**src/rtl/matrix_loader_pkg.sv**
```systemverilog
// matrix_loader_pkg: shared types and constants for the matrix loader slice.
//   state_t : loader FSM states
//   NN/IDX_W: element count and index width for the default 3x3 build;
//             modules re-derive these from their own N via idx_bits()
//   CYC_W   : compute-window cycle counter width
package matrix_loader_pkg;

   typedef enum logic [1:0] {
      LOAD_A = 2'd0,
      LOAD_B = 2'd1,
      RUN    = 2'd2,
      DONE   = 2'd3
   } state_t;

   localparam int N_DEF = 3;
   localparam int NN    = N_DEF * N_DEF;
   localparam int IDX_W = $clog2(NN);
   localparam int CYC_W = 8;

   // Index width for an n x n operand; a 1x1 operand still needs one bit.
   function automatic int idx_bits(input int n);
      return (n * n > 1) ? $clog2(n * n) : 1;
   endfunction

endpackage

```
**src/rtl/matrix_loader_if.sv**
```systemverilog
// matrix_loader_if: element stream into the loader.
//   valid : upstream element valid
//   ready : loader can accept an element this cycle
//   data  : element value (W bits)
//   mode  : operation mode, meaningful on the final B element
// Modports: master (upstream producer), slave (loader).
interface matrix_loader_if #(parameter int W = 32);
   logic         valid;
   logic         ready;
   logic [W-1:0] data;
   logic         mode;

   modport master (output valid, output data, output mode, input ready);
   modport slave  (input valid, input data, input mode, output ready);
endinterface

```
**src/rtl/matrix_loader_slot_dec.sv**
```systemverilog
// loader_slot_dec: maps the running element index to the packed-bus slot
// the element is written to.
//   idx  : element index within the current operand (0..N*N-1)
//   is_b : 1 while loading operand B
//   slot : destination slot
// Build macro LOADER_BTRANS_EN: when defined, B arrives row-major and is
// stored column-major (idx r*N+c -> slot c*N+r). A is never remapped.
module loader_slot_dec
   import matrix_loader_pkg::*;
#(
   parameter int N = 3
) (
   input  logic [idx_bits(N)-1:0] idx,
   input  logic                   is_b,
   output logic [idx_bits(N)-1:0] slot
);

   localparam int IW = idx_bits(N);

`ifdef LOADER_BTRANS_EN
   always_comb begin
      slot = idx;
      if (is_b) slot = IW'((int'(idx) % N) * N + int'(idx) / N);
   end
`else
   logic unused_is_b;
   assign unused_is_b = is_b;
   assign slot        = idx;
`endif

endmodule

```
**src/rtl/matrix_loader.sv**
```systemverilog
// matrix_loader: collects N*N elements of A then N*N elements of B from a
// valid/ready stream into flat packed buses, then holds o_en high for
// COMPUTE_CYCLES cycles with the buses frozen, pulses o_done and reloads.
// Ports:
//   i_clk, i_rst : clock, asynchronous active-high reset
//   s            : element stream (matrix_loader_if.slave)
//   o_A, o_B     : packed operands, element k at [(k+1)*W-1 : k*W]
//   o_en         : high during the compute window
//   o_mode       : mode captured on the final B element
//   o_done       : one-cycle pulse after the window
//   o_busy       : high during the window and the done cycle
// Build macro LOADER_BTRANS_EN: column-major packing of B (see loader_slot_dec).
module matrix_loader
   import matrix_loader_pkg::*;
#(
   parameter int W              = 32,
   parameter int N              = 3,
   parameter int COMPUTE_CYCLES = 8
) (
   input  logic               i_clk,
   input  logic               i_rst,
   matrix_loader_if.slave     s,
   output logic [W*N*N-1:0]   o_A,
   output logic [W*N*N-1:0]   o_B,
   output logic               o_en,
   output logic               o_mode,
   output logic               o_done,
   output logic               o_busy
);

   localparam int NE = N * N;
   localparam int IW = idx_bits(N);

   state_t          state, state_nx;
   logic [IW-1:0]   idx;
   logic [IW-1:0]   slot;
   logic [CYC_W-1:0] cyc;
   logic            xfer;
   logic            last;
   logic            win_end;

   // ready depends on state only, so the handshake never loops through comb logic
   assign s.ready = (state == LOAD_A) || (state == LOAD_B);
   assign xfer    = s.valid && s.ready;
   assign last    = (idx == IW'(NE - 1));
   assign win_end = (cyc == CYC_W'(COMPUTE_CYCLES - 1));

   loader_slot_dec #(.N(N)) u_dec (
      .idx  (idx),
      .is_b (state == LOAD_B),
      .slot (slot)
   );

   always_ff @(posedge i_clk or posedge i_rst) begin
      if (i_rst) state <= LOAD_A;
      else       state <= state_nx;
   end

   always_comb begin
      state_nx = state;
      o_en     = 1'b0;
      o_done   = 1'b0;
      o_busy   = 1'b0;
      case (state)
         LOAD_A: if (xfer && last) state_nx = LOAD_B;
         LOAD_B: if (xfer && last) state_nx = RUN;
         RUN: begin
            o_en   = 1'b1;
            o_busy = 1'b1;
            if (win_end) state_nx = DONE;
         end
         DONE: begin
            o_done   = 1'b1;
            o_busy   = 1'b1;
            state_nx = LOAD_A;
         end
         default: state_nx = LOAD_A;
      endcase
   end

   // Index, window counter and operand storage. Slots are written only on
   // their own transfer, so unwritten slots keep the previous pair's data.
   always_ff @(posedge i_clk or posedge i_rst) begin
      if (i_rst) begin
         idx    <= '0;
         cyc    <= '0;
         o_A    <= '0;
         o_B    <= '0;
         o_mode <= 1'b0;
      end else begin
         if (xfer) idx <= last ? '0 : idx + 1'b1;

         if (state == RUN)                          cyc <= cyc + 1'b1;
         else if (xfer && last && state == LOAD_B)  cyc <= '0;

         if (xfer && state == LOAD_A) o_A[int'(slot)*W +: W] <= s.data;
         if (xfer && state == LOAD_B) begin
            o_B[int'(slot)*W +: W] <= s.data;
            if (last) o_mode <= s.mode;
         end
      end
   end

endmodule

```
**src/flat_wrapper.sv**
```systemverilog
// flat-port wrapper written by rule: the top's interface ports become plain ports
module matrix_loader_flat import matrix_loader_pkg::*;
#(
   parameter int W              = 32,
   parameter int N              = 3,
   parameter int COMPUTE_CYCLES = 8
)
  (i_clk, i_rst, o_A, o_B, o_en, o_mode, o_done, o_busy, s_valid, s_data, s_mode, s_ready);
  matrix_loader_if #(.W(W)) s_i ();
  input  logic i_clk;
  input  logic i_rst;
  output logic [W*N*N-1:0] o_A;
  output logic [W*N*N-1:0] o_B;
  output logic o_en;
  output logic o_mode;
  output logic o_done;
  output logic o_busy;
  input wire logic [$bits(s_i.valid)-1:0] s_valid;
  input wire logic [$bits(s_i.data)-1:0] s_data;
  input wire logic [$bits(s_i.mode)-1:0] s_mode;
  output wire logic [$bits(s_i.ready)-1:0] s_ready;
  assign s_i.valid = s_valid;
  assign s_i.data = s_data;
  assign s_i.mode = s_mode;
  assign s_ready = s_i.ready;
  matrix_loader #(.W(W), .N(N), .COMPUTE_CYCLES(COMPUTE_CYCLES)) u_core (.i_clk(i_clk), .i_rst(i_rst), .s(s_i), .o_A(o_A), .o_B(o_B), .o_en(o_en), .o_mode(o_mode), .o_done(o_done), .o_busy(o_busy));
endmodule
```
**config.mk**
```make
export PLATFORM = sky130hd
export DESIGN_NAME = matrix_loader_flat
export DESIGN_NICKNAME = d
export VERILOG_FILES = /design/src/rtl/matrix_loader_pkg.sv /design/src/rtl/matrix_loader_if.sv /design/src/rtl/matrix_loader_slot_dec.sv /design/src/rtl/matrix_loader.sv /design/src/flat_wrapper.sv
export SDC_FILE = /design/constraint.sdc
export NUM_CORES = 1
export LEC_CHECK = 0
export BUFFER_PORTS_ARGS = -buffer_cell sky130_fd_sc_hd__clkbuf_2
export CORE_MARGIN = 10
export CORE_UTILIZATION = 40
export CTS_CLUSTER_SIZE = 30
export DETAILED_ROUTE_END_ITERATION = 10
export REMOVE_ABC_BUFFERS = 1
export SYNTH_ARGS = -nofsm -noshare
export SYNTH_HDL_FRONTEND = slang
export SYNTH_HIERARCHICAL = 1
export SYNTH_SLANG_ARGS = --single-unit
```
**constraint.sdc**
```tcl
create_clock -name i_clk -period 43.7 [get_ports i_clk]
set_clock_uncertainty 0.05 [all_clocks]
set_input_delay 8.74 -clock i_clk [delete_from_list [all_inputs] [get_ports i_clk]]
set_output_delay 8.74 -clock i_clk [all_outputs]
set_load 0.03 [all_outputs]
```
Yosys cells after proc, flatten, opt, wreduce, memory -nomap -nowiden
Index checks and enable logic that the tools add are counted.
{ "op_classes": {"n_addsub": 3, "n_eq_ne": 8, "n_shift": 2, "n_mux": 12, "n_reduce_logical": 11} }
{ "ops": {"columns": ["op", "n"], "rows": [
  ["288-bit bitwise mux", 2],
  ["32-bit by 33-bit variable shift with 288-bit output (first input constant)", 1],
  ["32-bit by 33-bit indexed part select with 288-bit output", 1],
  ["9-bit negation with 33-bit output", 1],
  ["8-bit 2-to-1 mux", 2],
  ["8-bit by 1-bit adder with 8-bit output (second input constant)", 1],
  ["8-bit by 3-bit equality test with 1-bit output (second input constant)", 1],
  ["2-bit case mux with 4 select lines", 1],
  ["2-bit 2-to-1 mux", 3],
  ["1-bit logical AND", 5],
  ["4-bit by 1-bit adder with 4-bit output (second input constant)", 1],
  ["2-bit equality test (second input constant)", 2],
  ["4-bit equality test (second input constant)", 1],
  ["4-bit 2-to-1 mux", 1],
  ["2-bit by 1-bit != test with 1-bit output (second input constant)", 2],
  ["1-bit 2-to-1 mux", 3],
  ["3-bit AND reduction", 1],
  ["2-bit by 1-bit equality test with 1-bit output (second input constant)", 1],
  ["2-bit zero test", 1],
  ["2-bit != test (second input constant)", 1],
  ["2-bit AND reduction", 1],
  ["2-bit nonzero test", 1],
  ["2-bit OR reduction", 1],
  ["1-bit logical OR", 1]
]} }
{ "totals": {"reg_bits": 591, "inputBits": 36, "output_inout_bits": 581, "word_cells": 42} }

Longest topological paths before layout
Gate-level depths: netlist (run 1).
{ "logic_depth": {"ltp_word": 7, "mapped_depth": 10, "ltp_nobuf": 6} }

Cells and area by module
The synthesis (run 1) kept the hierarchy.
{ "by_module_without_submodules": {"columns": ["module", "n_inst", "cells_each", "area_per_inst_um2", "seq_area_each_um2"], "rows": [
  ["matrix_loader", 1, 1549, 22278.9, 14789.2],
  ["loader_slot_dec", 1, 4, 30.0, 0.0]
]} }

Worst setup path after synthesis (run 1)
No wires, ideal clock.
{ "synth_path": {"path_type": "input-to-reg", "start": "input s_valid", "end": "register u_core.o_A[168]", "setup_ns": 0.125, "t_arrival_ns": 10.123, "required_ns": 43.525, "path_slack_ns": 33.403, "stages": 6, "cell_sequence": "and3_1 clkbuf_1 o21ai_0 nor2_1 clkbuf_1 mux2_2"} }
{ "synth_between": {"elab_chain_cells": 2} }
{ "synth_rtl": {"columns": ["item", "line", "source"], "rows": [
  ["start: declaration", "flat_wrapper.sv:18", "input wire logic [$bits(s_i.valid)-1:0] s_valid;"],
  ["1-bit logical AND", "matrix_loader.sv:44", "assign xfer = s.valid && s.ready;"],
  ["1-bit logical AND", "matrix_loader.sv:96", "if (xfer && state == LOAD_A) o_A[int'(slot)*W +: W] <= s.data;"],
  ["end signal: indexed assignment", "matrix_loader.sv:96", null],
  ["end: declaration", "matrix_loader.sv:23", "output logic [W*N*N-1:0] o_A,"]
]} }
Every way passes these cells.
A chain may end at the register's enable or synchronous reset.

==> results of run 1 <==
## cell families after synthesis
| logic type | after synthesis | synth area share |
|---|---|---|
| DFF | 591 | 0.663 |
| muxes | 451 | 0.228 |
| and+or+nand+nor | 224 | 0.0435 |
| AOI/OAI and AO/OA | 152 | 0.0361 |
| buffers and inverters | 123 | 0.0236 |
| adders and majority gates | 9 | 0.00505 |
| xor gates and xnor gates | 3 | 0.00118 |
## sequential cells by signal, summed over array words and instances (netlist names)
register       flops
u_core/cyc         8
u_core/o_A       288
u_core/idx         4
u_core/state       2
u_core/o_mode      1
u_core/o_B       288
## worst min-delay path by stage
stage,cells past startpoint,start,slack [ps],end
floorplan,1,u_core/cyc[7],410,u_core/cyc[7]
global placement,2,u_core/o_B[43],410,u_core/o_B[43]
detailed placement,2,u_core/o_B[97],420,u_core/o_B[97]
CTS,2,u_core/o_B[97],430,u_core/o_B[97]
global route,2,u_core/o_B[43],450,u_core/o_B[43]
finish,2,u_core/o_A[112],430,u_core/o_A[112]
## per-layer routing
layer	GRT usage	wire [um]
met1	0.262	29200
met3	0.0613	5330
met4	0.0782	2460
met2	0.383	37900
met5	0	0
## critical path, stage by stage
cell and delay (ps):
clkbuf_2 130, inv_8 550, buf_12 700, buf_4 930, buf_4 920
## cell usage in the layout (no fill, tap or decap), types with 2 or more instances in the layout
cell       count
o31a_1         2
or2_2          4
dfrtp_1      591
nor2b_1        2
nand2_1      172
clkbuf_8       9
ha_1           9
nand4_1        7
clkbuf_2     616
mux2_2       438
clkbuf_1      27
xor2_1         2
nor2_1         2
o31ai_1        3
and3b_1        2
nor3_4         2
nor2_4         7
clkbuf_16     60
a22o_1         4
nor3b_1        2
buf_4         28
and3_1         4
nand2_2        2
inv_1          8
nand2b_1       5
o211ai_1       2
clkinv_2       3
nor3_1         4
o21a_1         2
nand3_1        3
o21ai_0      137
mux2_1        13
## power breakdown
group	internal (mW)	switching (mW)
sequential	0.724	0.106
clock	0.274	0.207
combinational	0.248	0.595
## cell type report
cell class,instances,area share
Tap cell,748,0.0335
Timing Repair Buffer,645,0.119
Sequential cell,591,0.529
Clock buffer,96,0.0618
Multi-Input combinational cell,839,0.253
Inverter,9,0.00148
Clock inverter,8,0.00309
==> summary.txt, run 1 <==
Floorplan
  – Die height: 256 um
  – Initial Utilization: 0.404
  – Die width: 256 um
  – # rows: 86
  – Top Ports: about 620
  – Core area: 55,200 um2
  – Die area: roughly 66,000 um2

CTS
  – Clock Pin Slew Worst Setup and Hold Paths: 60 ps
  – CTS resizes: 0
  – Root Buffer: clkbuf_16
  – Clk buf depth: 3
  – CTS tree: done
  – Hold buffer count at CTS: 0
  – Latest clock arrival within the worst-skew pair: around 600 ps
  – Post-CTS setup buffers: 0
  – Clk sinks: between 500 and 600
  – H-Tree Depth: 2
  – Total clock buffers created by CTS: 60

Cells and area
  – Multi-input combinational cell area: 7060 um2
  – Design Area, Final: 28,000 um2
  – Diode count: 0
  – Fraction of layout cells with a size suffix above 1: 0.539
  – Fillers: 4,950
  – Area delta synth->final: 25.3%
  – Register area: 14,800 um2
  – Fin nets: between 2k and 2.5k
  – Final core occ: 0.506
  – Layout Cells excl Fill: 2,936

Pwr
  – PwrDens: 77.1 nW/um2
  – Maximum VDD drop: between 0.00003 and 0.00004 V
  – Leak: 15.0 nW
  – Pwr Total: ~2.2 mW

Logic synthesis
  – Seq/Total Area, Yosys: 0.663
  – FF+latch count, synth: slightly below 600
  – Main area contributors after synthesis: dfrtp_1 66%, mux2_2 22%, o21ai_0 3.1%, nand2_1 2.9%, clkbuf_1 1.5%
  – Syn avg cell area: 14.4 um2
  – Post-synth ARST share: 1.00
  – Synth area leader: dfrtp_1
  – Post-synth top area share: 0.663
  – Synthesized area: around 22,000 um2
  – Ranking of synthesized cells by instance count: 591 x dfrtp_1, 438 x mux2_2, 174 x nand2_1
  – Count leader, synth: dfrtp_1
  – Post-synth EDFFs: 0
  – Ys flop type: dfrtp_1
  – Post-synthesis cell count: 1,553
  – Synth warn: 6
  – Yosys cell types: 36

Timing
  – Final hold viol count: 0
  – Final Cycle Share: 0.270
  – Max-Slew Margin vs Limit: 0.212
  – Hold Worst Slack: 429 ps
  – F_max: 84.6 MHz
  – Worst-margin pin slew: roughly 1200 ps
  – RSZ-0062 raised after global routing: false
  – Worst setup slack after layout: 31,880 ps
  – TNS Setup: 0 ps
  – Pins Over Slew Limit: 0
  – Period minus WS final: 11,820 ps
  – Setup Viol. Count Final: 0

Setup path
  – Worst setup SP type: primary input
  – Worst r2r dst: u_core/o_A[29]
  – Worst EP required: 44,240 ps
  – CP Data Arrival Time: 12,350 ps
  – Crit path max fanout: 173
  – Worst r2r src: u_core/idx[0]
  – Critical Path End: u_core/o_B[211]
  – Crit. End Element: async pin
  – CP Launch Point: i_rst
  – Cell count of the worst reg-to-reg path: 8
  – CP Class: primary input to async pin
  – R2R setup slack: 39,420 ps

Global routing
  – GR Overflow Total: 0
  – Initial antenna violation count: 0
  – All-Layer GR Usage: 0.222
  – Largest net degree at the start of global routing: 174
  – First-pass GRT wire length: about 110,000 um
  – Vias in the first global route: 15.6k

Place
  – GP Congestion: 0.805
  – Post-DP HPWL: 52,100 um
  – Pre-CTS WS: 31,160 ps
  – Placed insts: 2,832
  – Placed cell areas: between 20,000 and 30,000 um2
  – # port buffers: 616

Route
  – TritonRoute pass-1 iters: 5
  – DRC Markers: 0
  – Vias post-DR: roughly 15k
  – DR iter-0 viols: 830
  – Drt total wl: 74,900 um
  – Avg WL per Cell: around 26 um
  – Final antenna-violating net count: 0
  – Via density: 5.10

Flow run
  – Max cap viols: 0

Min path
  – Hold Path Class: flip-flop to flip-flop

Status
  – Status: completed
No activity file was read; power rests on OpenSTA's default activity.
==> run 2, diff against run 1 <==
==> constraint.sdc (replaced) <==
create_clock -name i_clk -period 11.61 [get_ports i_clk]
set_clock_uncertainty 0.05 [all_clocks]
set_input_delay 2.322 -clock i_clk [delete_from_list [all_inputs] [get_ports i_clk]]
set_output_delay 2.322 -clock i_clk [all_outputs]
set_load 0.03 [all_outputs]
==> run 2 against run 1 <==
  * Hold slack worse by 2.3 ps
  * Non-clock buffer count fell by 6
  * Die area did not move
  * Sequential power increased to 3.8 times the previous value
  * Design area up 0.40%
  * Setup slack got worse by 25000 ps
  * Flip-flop and latch count is the same
  * Largest cell class unchanged
==> summary.txt, run 2 (synthesis results as in run 1) <==
Timing
  – Final hold viol count: 0 (unchanged)
  – Setup Viol. Count Final: 0 (unchanged)
  – RSZ-0062 raised after global routing: false
  – Final Cycle Share: 0.377
  – F_max: 228 MHz
  – Worst-margin pin slew: 1360 ps (+183 ps)
  – Period minus WS final: 4380 ps
  – TNS Setup: 0 ps (unchanged)
  – Pins Over Slew Limit: 0 (unchanged)
  – Max-Slew Margin vs Limit: 0.0900 (-0.122)

Route
  – DR iter-0 viols: 798 (-3.9%)
  – Vias post-DR: 14.8k (-1.4%)
  – Met2 wire len: 38,300 um (+0.94%)
  – Post-Route M1 WL: 30,100 um (+3.1%)
  – DRC Markers: 0 (unchanged)
  – Drt total wl: 75,200 um (+0.41%)
  – WL met3: 4740 um (-11%)
  – Final antenna-violating net count: 0 (unchanged)
  – Avg WL per Cell: 25.6 um (+0.48%)
  – Highest metal used: met4
  – Via density: 5.03 (-1.3%)
  – TritonRoute pass-1 iters: 5 (unchanged)

Setup path
  – Cell count of the worst reg-to-reg path: 7 (-1)
  – Worst r2r src: u_core/idx[0]
  – CP Class: flip-flop to primary output
  – CP max stage delay: 400 ps (-530 ps)
  – Top delay family on crit path: flip-flops
  – CP Data Arrival Time: 2010 ps (-10,340 ps)
  – Crit path max fanout: 12 (-93%)
  – Worst EP required: 9240 ps (-35,000 ps)
  – Crit-path cells: inv_1 > ha_1 > or2_2 > clkbuf_2
  – Crit. End Element: primary output
  – Worst setup SP type: flip-flop
  – Bufs and invs on worst path: 2 (-3)
  – R2R setup slack: 7810 ps (-31,610 ps)
  – Worst r2r dst: u_core/o_A[31]
  – Slowest-stage cell, CP: dfrtp_1

Cells and area
  – Fraction of layout cells with a size suffix above 1: 0.544 (+0.00507)
  – Fillers: 4,897 (-1.1%)
  – Fin nets: 2,185 (-0.27%)
  – Biggest regs: u_core/o_A: 288 flops, u_core/o_B: 288 flops, u_core/cyc: 8 flops
  – Commonest non-fill, non-tap cell in the layout: clkbuf_2
  – Most frequent cells in the layout: 616 x clkbuf_2, 591 x dfrtp_1, 438 x mux2_2
  – Area delta synth->final: 25.8%
  – Diode count: 0 (unchanged)

Floorplan
  – # rows: 86 (unchanged)
  – Die height: 256 um (unchanged)
  – Initial Utilization: 0.404 (unchanged)
  – Top Ports: 617 (unchanged)
  – Die width: 256 um (unchanged)
  – Die area: 65,600 um2 (unchanged)
  – Core area: 55,200 um2 (unchanged)

Pwr
  – Pwr Total: 8.19 mW (+280%)
  – Maximum VDD drop: 0.000162 V (+310%)
  – PwrDens: 292 nW/um2 (+280%)
  – Leak: 15.1 nW (+0.44%)

Global routing
  – Vias in the first global route: 15.7k (+0.58%)
  – GR Overflow Total: 0 (unchanged)
  – All-Layer GR Usage: 0.224 (+0.00139)
  – First-pass GRT wire length: 110,000 um (+1.0%)
  – Largest net degree at the start of global routing: 189 (+8.6%)
  – Initial antenna violation count: 0 (unchanged)

Place
  – # port buffers: 616 (unchanged)
  – Post-DP HPWL: 51,400 um (-1.4%)
  – GP Congestion: 0.787 (-2.2%)

CTS
  – H-Tree Depth: 2 (unchanged)
  – Latest clock arrival within the worst-skew pair: 610 ps (about the same)
  – CTS tree: done
  – Post-CTS setup buffers: 0 (unchanged)
  – Total clock buffers created by CTS: 60 (unchanged)
  – Root Buffer: clkbuf_16
  – Clock Pin Slew Worst Setup and Hold Paths: 60 ps (about the same)
  – Clk buf depth: 3 (unchanged)
  – Hold buffer count at CTS: 0 (unchanged)
  – Clk sinks: 591 (unchanged)
  – CTS resizes: 0 (unchanged)

Min path
  – Worst Hold Depth: 2 (unchanged)
  – Hold Path Class: flip-flop to flip-flop
  – Worst Hold Launch: u_core/o_A[107]
  – Hold endpoint: u_core/o_A[107]

Flow run
  – Max cap viols: 0 (unchanged)

Status
  – Status: completed
-- run 2: cell type report --
| class | instances | area (um2) | area share |
|---|---|---|---|
| timing repair buffer | 639 | 3290 | 0.117 |
| inverter | 9 | 41.3 | 0.00147 |
| sequential | 591 | 14800 | 0.527 |
| tap | 748 | 936 | 0.0333 |
| clock buffer | 93 | 1830 | 0.0651 |
| clock inverter | 15 | 118 | 0.00419 |
| multi-input combinational | 839 | 7060 | 0.252 |
-- run 2: tightest hold or removal path: stages, from the launching register on --
cell     delay [ps]
dfrtp_1         340
nand2_1          40
o21ai_0          60
-- run 2: per-layer routing --
layer,vias up,GRT usage
li1,6509,-
met1,7690,0.265
met3,108,0.0582
met4,0,0.0704
met2,460,0.390
met5,-,0
-- run 2: report_power, final --
part           internal, mW  switching, mW  total, mW
combinational         0.935           2.25       3.18
clock                  1.10          0.795       1.89
sequential             2.72          0.398       3.12
total                  4.76           3.44       8.19
-- run 2: worst max path at each step --
stage,endpoint,cells after the start,start
6_report,o_busy,4,u_core/state[0]
5_1_grt,u_core/o_A[31],4,i_rst
4_1_cts,o_busy,4,u_core/state[0]
3_5_place_dp,u_core/o_A[128],4,i_rst
3_3_place_gp,u_core/o_B[10],4,i_rst
2_1_floorplan,u_core/cyc[0],1,i_rst
-- run 2: per-stage QoR --
| step | std cells | area, um2 | worst slack (ps) | hold WS (ps) | utilization |
|---|---|---|---|---|---|
| after CTS | 2934 | 28100 | 7190 | 433 | 0.508 |
| after global placement | 2825 | 26100 | 6690 | 411 | 0.473 |
| after detailed placement | 2826 | 26100 | 6650 | 420 | 0.473 |
| final | 2934 | 28100 | 7230 | 426 | 0.508 |
| after floorplan | 1439 | 21800 | -7300 | 406 | - |
| after global routing | 2934 | 28100 | 7020 | 454 | 0.508 |
==> run 3, diff against run 2 <==
==> constraint.sdc (replaced) <==
create_clock -name i_clk -period 4.3 [get_ports i_clk]
set_clock_uncertainty 0.05 [all_clocks]
set_input_delay 0.86 -clock i_clk [delete_from_list [all_inputs] [get_ports i_clk]]
set_output_delay 0.86 -clock i_clk [all_outputs]
set_load 0.03 [all_outputs]
==> run 3 against run 2 <==
  * Largest cell class unchanged
  * Design area grew 0.67%
  * Routed wire length grew 0.83%
  * Register-to-register slack lost 6800 ps
  * Global-route usage grew 0.22 points
  * Clock power grew to 2.7 times the previous value
==> summary.txt, run 3 (synthesis results as in run 1) <==
Status
  – Status: completed

Timing
  – Max-Slew Margin vs Limit: 0.321 (+0.231)
  – TNS Setup: 0 ps (unchanged)
  – Pins Over Slew Limit: 0 (unchanged)
  – F_max: 302 MHz
  – Final hold viol count: 0 (unchanged)
  – Worst-margin pin slew: 1010 ps (-354 ps)
  – Period minus WS final: 3310 ps
  – Setup Viol. Count Final: 0 (unchanged)
  – Final Cycle Share: 0.769
  – RSZ-0062 raised after global routing: false

Place
  – Post-DP HPWL: 54,000 um (+5.0%)
  – Placed insts: 2,843 (+0.60%)
  – # port buffers: 616 (unchanged)
  – GP Congestion: 0.810 (+2.8%)
  – Placed cell areas: 26,400 um2 (+0.97%)

Route
  – Vias post-DR: 14.9k (+0.90%)
  – Avg WL per Cell: 25.7 um (+0.42%)
  – Via density: 5.06 (+0.49%)
  – Final antenna-violating net count: 0 (unchanged)
  – TritonRoute pass-1 iters: 5 (unchanged)
  – Drt total wl: 75,800 um (+0.83%)
  – DRC Markers: 0 (unchanged)
  – DR iter-0 viols: 802 (+0.50%)

Setup path
  – CP Data Arrival Time: 3740 ps (+1730 ps)
  – Crit. End Element: flip-flop
  – Crit-path most repeated cell: buf_4
  – Crit path max fanout: 19 (+7)
  – Crit-path cells: inv_1 > ha_1 > or3b_2 > buf_4 > buf_4 > nand2_1 > nor2_4 > buf_12 > mux2_2
  – CP max stage delay: 580 ps (+180 ps)
  – Top delay family on crit path: buffers and inverters
  – Slowest-stage cell, CP: nor2_4
  – Worst setup SP type: flip-flop
  – CP Depth: 9 (+5)
  – Bufs and invs on worst path: 4 (+2)
  – Worst EP required: 4730 ps (-4510 ps)
  – Cell count of the worst reg-to-reg path: 9 (+2)
  – CP Class: flip-flop to flip-flop

CTS
  – Total clock buffers created by CTS: 60 (unchanged)
  – Root Buffer: clkbuf_16
  – Clock Pin Slew Worst Setup and Hold Paths: 60 ps (about the same)
  – Clk buf depth: 3 (unchanged)
  – Clk sinks: 591 (unchanged)
  – H-Tree Depth: 2 (unchanged)
  – Latest clock arrival within the worst-skew pair: 610 ps (about the same)
  – CTS tree: done
  – Hold buffer count at CTS: 0 (unchanged)
  – Post-CTS setup buffers: 0 (unchanged)
  – CTS resizes: 0 (unchanged)

Global routing
  – Largest net degree at the start of global routing: 91 (-52%)
  – First-pass GRT wire length: 111,000 um (+1.0%)
  – All-Layer GR Usage: 0.226 (+0.00225)
  – GR Overflow Total: 0 (unchanged)
  – Initial antenna violation count: 0 (unchanged)
  – Vias in the first global route: 15.7k (-0.013%)

Cells and area
  – Most frequent cells in the layout: 616 x clkbuf_2, 591 x dfrtp_1, 438 x mux2_2
  – Biggest regs: u_core/o_A: 288 flops, u_core/o_B: 288 flops, u_core/cyc: 8 flops
  – Diode count: 0 (unchanged)
  – Area delta synth->final: 26.6%
  – Fraction of layout cells with a size suffix above 1: 0.545 (+0.00112)
  – Design Area, Final: 28,300 um2 (+0.67%)
  – Fin nets: 2,202 (+0.78%)
  – Fillers: 4,921 (+0.49%)
  – Layout Cells excl Fill: 2,946 (+0.41%)
  – Commonest non-fill, non-tap cell in the layout: clkbuf_2

Floorplan
  – Initial Utilization: 0.404 (unchanged)
  – Top Ports: 617 (unchanged)
  – Die width: 256 um (unchanged)
  – Core area: 55,200 um2 (unchanged)
  – Die area: 65,600 um2 (unchanged)
  – Die height: 256 um (unchanged)
  – # rows: 86 (unchanged)

Pwr
  – Pwr Total: 22.1 mW (+170%)
  – Leak: 15.1 nW (+0.60%)
  – Maximum VDD drop: 0.000467 V (+190%)
  – PwrDens: 783 nW/um2 (+170%)

Flow run
  – Max cap viols: 0 (unchanged)

Min path
  – Hold Path Class: primary input to async pin
==> run 3: cell types whose count changed in the layout (fill, tap and decap cells not counted) <==
cell        previous run  this run
clkbuf_16             62        61
buf_4                 20        27
clkinvlp_4             1         0
clkinv_8               1         0
clkbuf_8              16        13
clkbuf_1              15        18
buf_12                 3        13
clkinv_2              11         8
bufinv_16              1         2
==> run 3: routing by layer <==
metal,vias to the layer above,GRT usage,share of wire
met2,448,0.384,0.50
met4,0,0.0808,0.034
li1,6547,-,-
met5,-,0,0
met1,7778,0.269,0.40
met3,127,0.0642,0.067
==> run 3: path summary, 6_finish.rpt <==
path                            startpoint              end  slack, ps
max                          u_core/idx[0]  u_core/o_A[235]        990
min                                  i_rst   u_core/o_B[56]        320
max reg2reg                  u_core/idx[0]  u_core/o_A[235]        990
min reg2reg                u_core/o_A[109]  u_core/o_A[109]        430
max in group asynchronous            i_rst  u_core/o_B[228]       2900
min in group i_clk         u_core/o_A[109]  u_core/o_A[109]        430
==> run 3: area by class of cell <==
type	count	area [um2]	share of cell area
inverters	9	41.3	0.00146
repair buffers	656	3550	0.126
clock buffers	92	1770	0.0628
clock inverters	11	109	0.00385
multi-input cells	839	7060	0.250
well taps	748	936	0.0331
flip-flops and latches	591	14800	0.523
==> run 3: per-stage QoR <==
stage / hold WS (ps) / util / setup WS, ps
6_report: 322 / 0.512 / 992
5_1_grt: 374 / 0.512 / 765
4_1_cts: 342 / 0.512 / 875
3_5_place_dp: 419 / 0.478 / 938
3_3_place_gp: 411 / 0.478 / 1020
2_1_floorplan: 406 / - / -13150
==> run 3: power by group <==
| part | internal [mW] | switching [mW] | leakage, nW |
|---|---|---|---|
| sequential | 7.35 | 1.06 | 7.95 |
| clock | 2.93 | 2.14 | 0.930 |
| combinational | 2.55 | 6.09 | 6.27 |
| total | 12.8 | 9.29 | 15.1 |
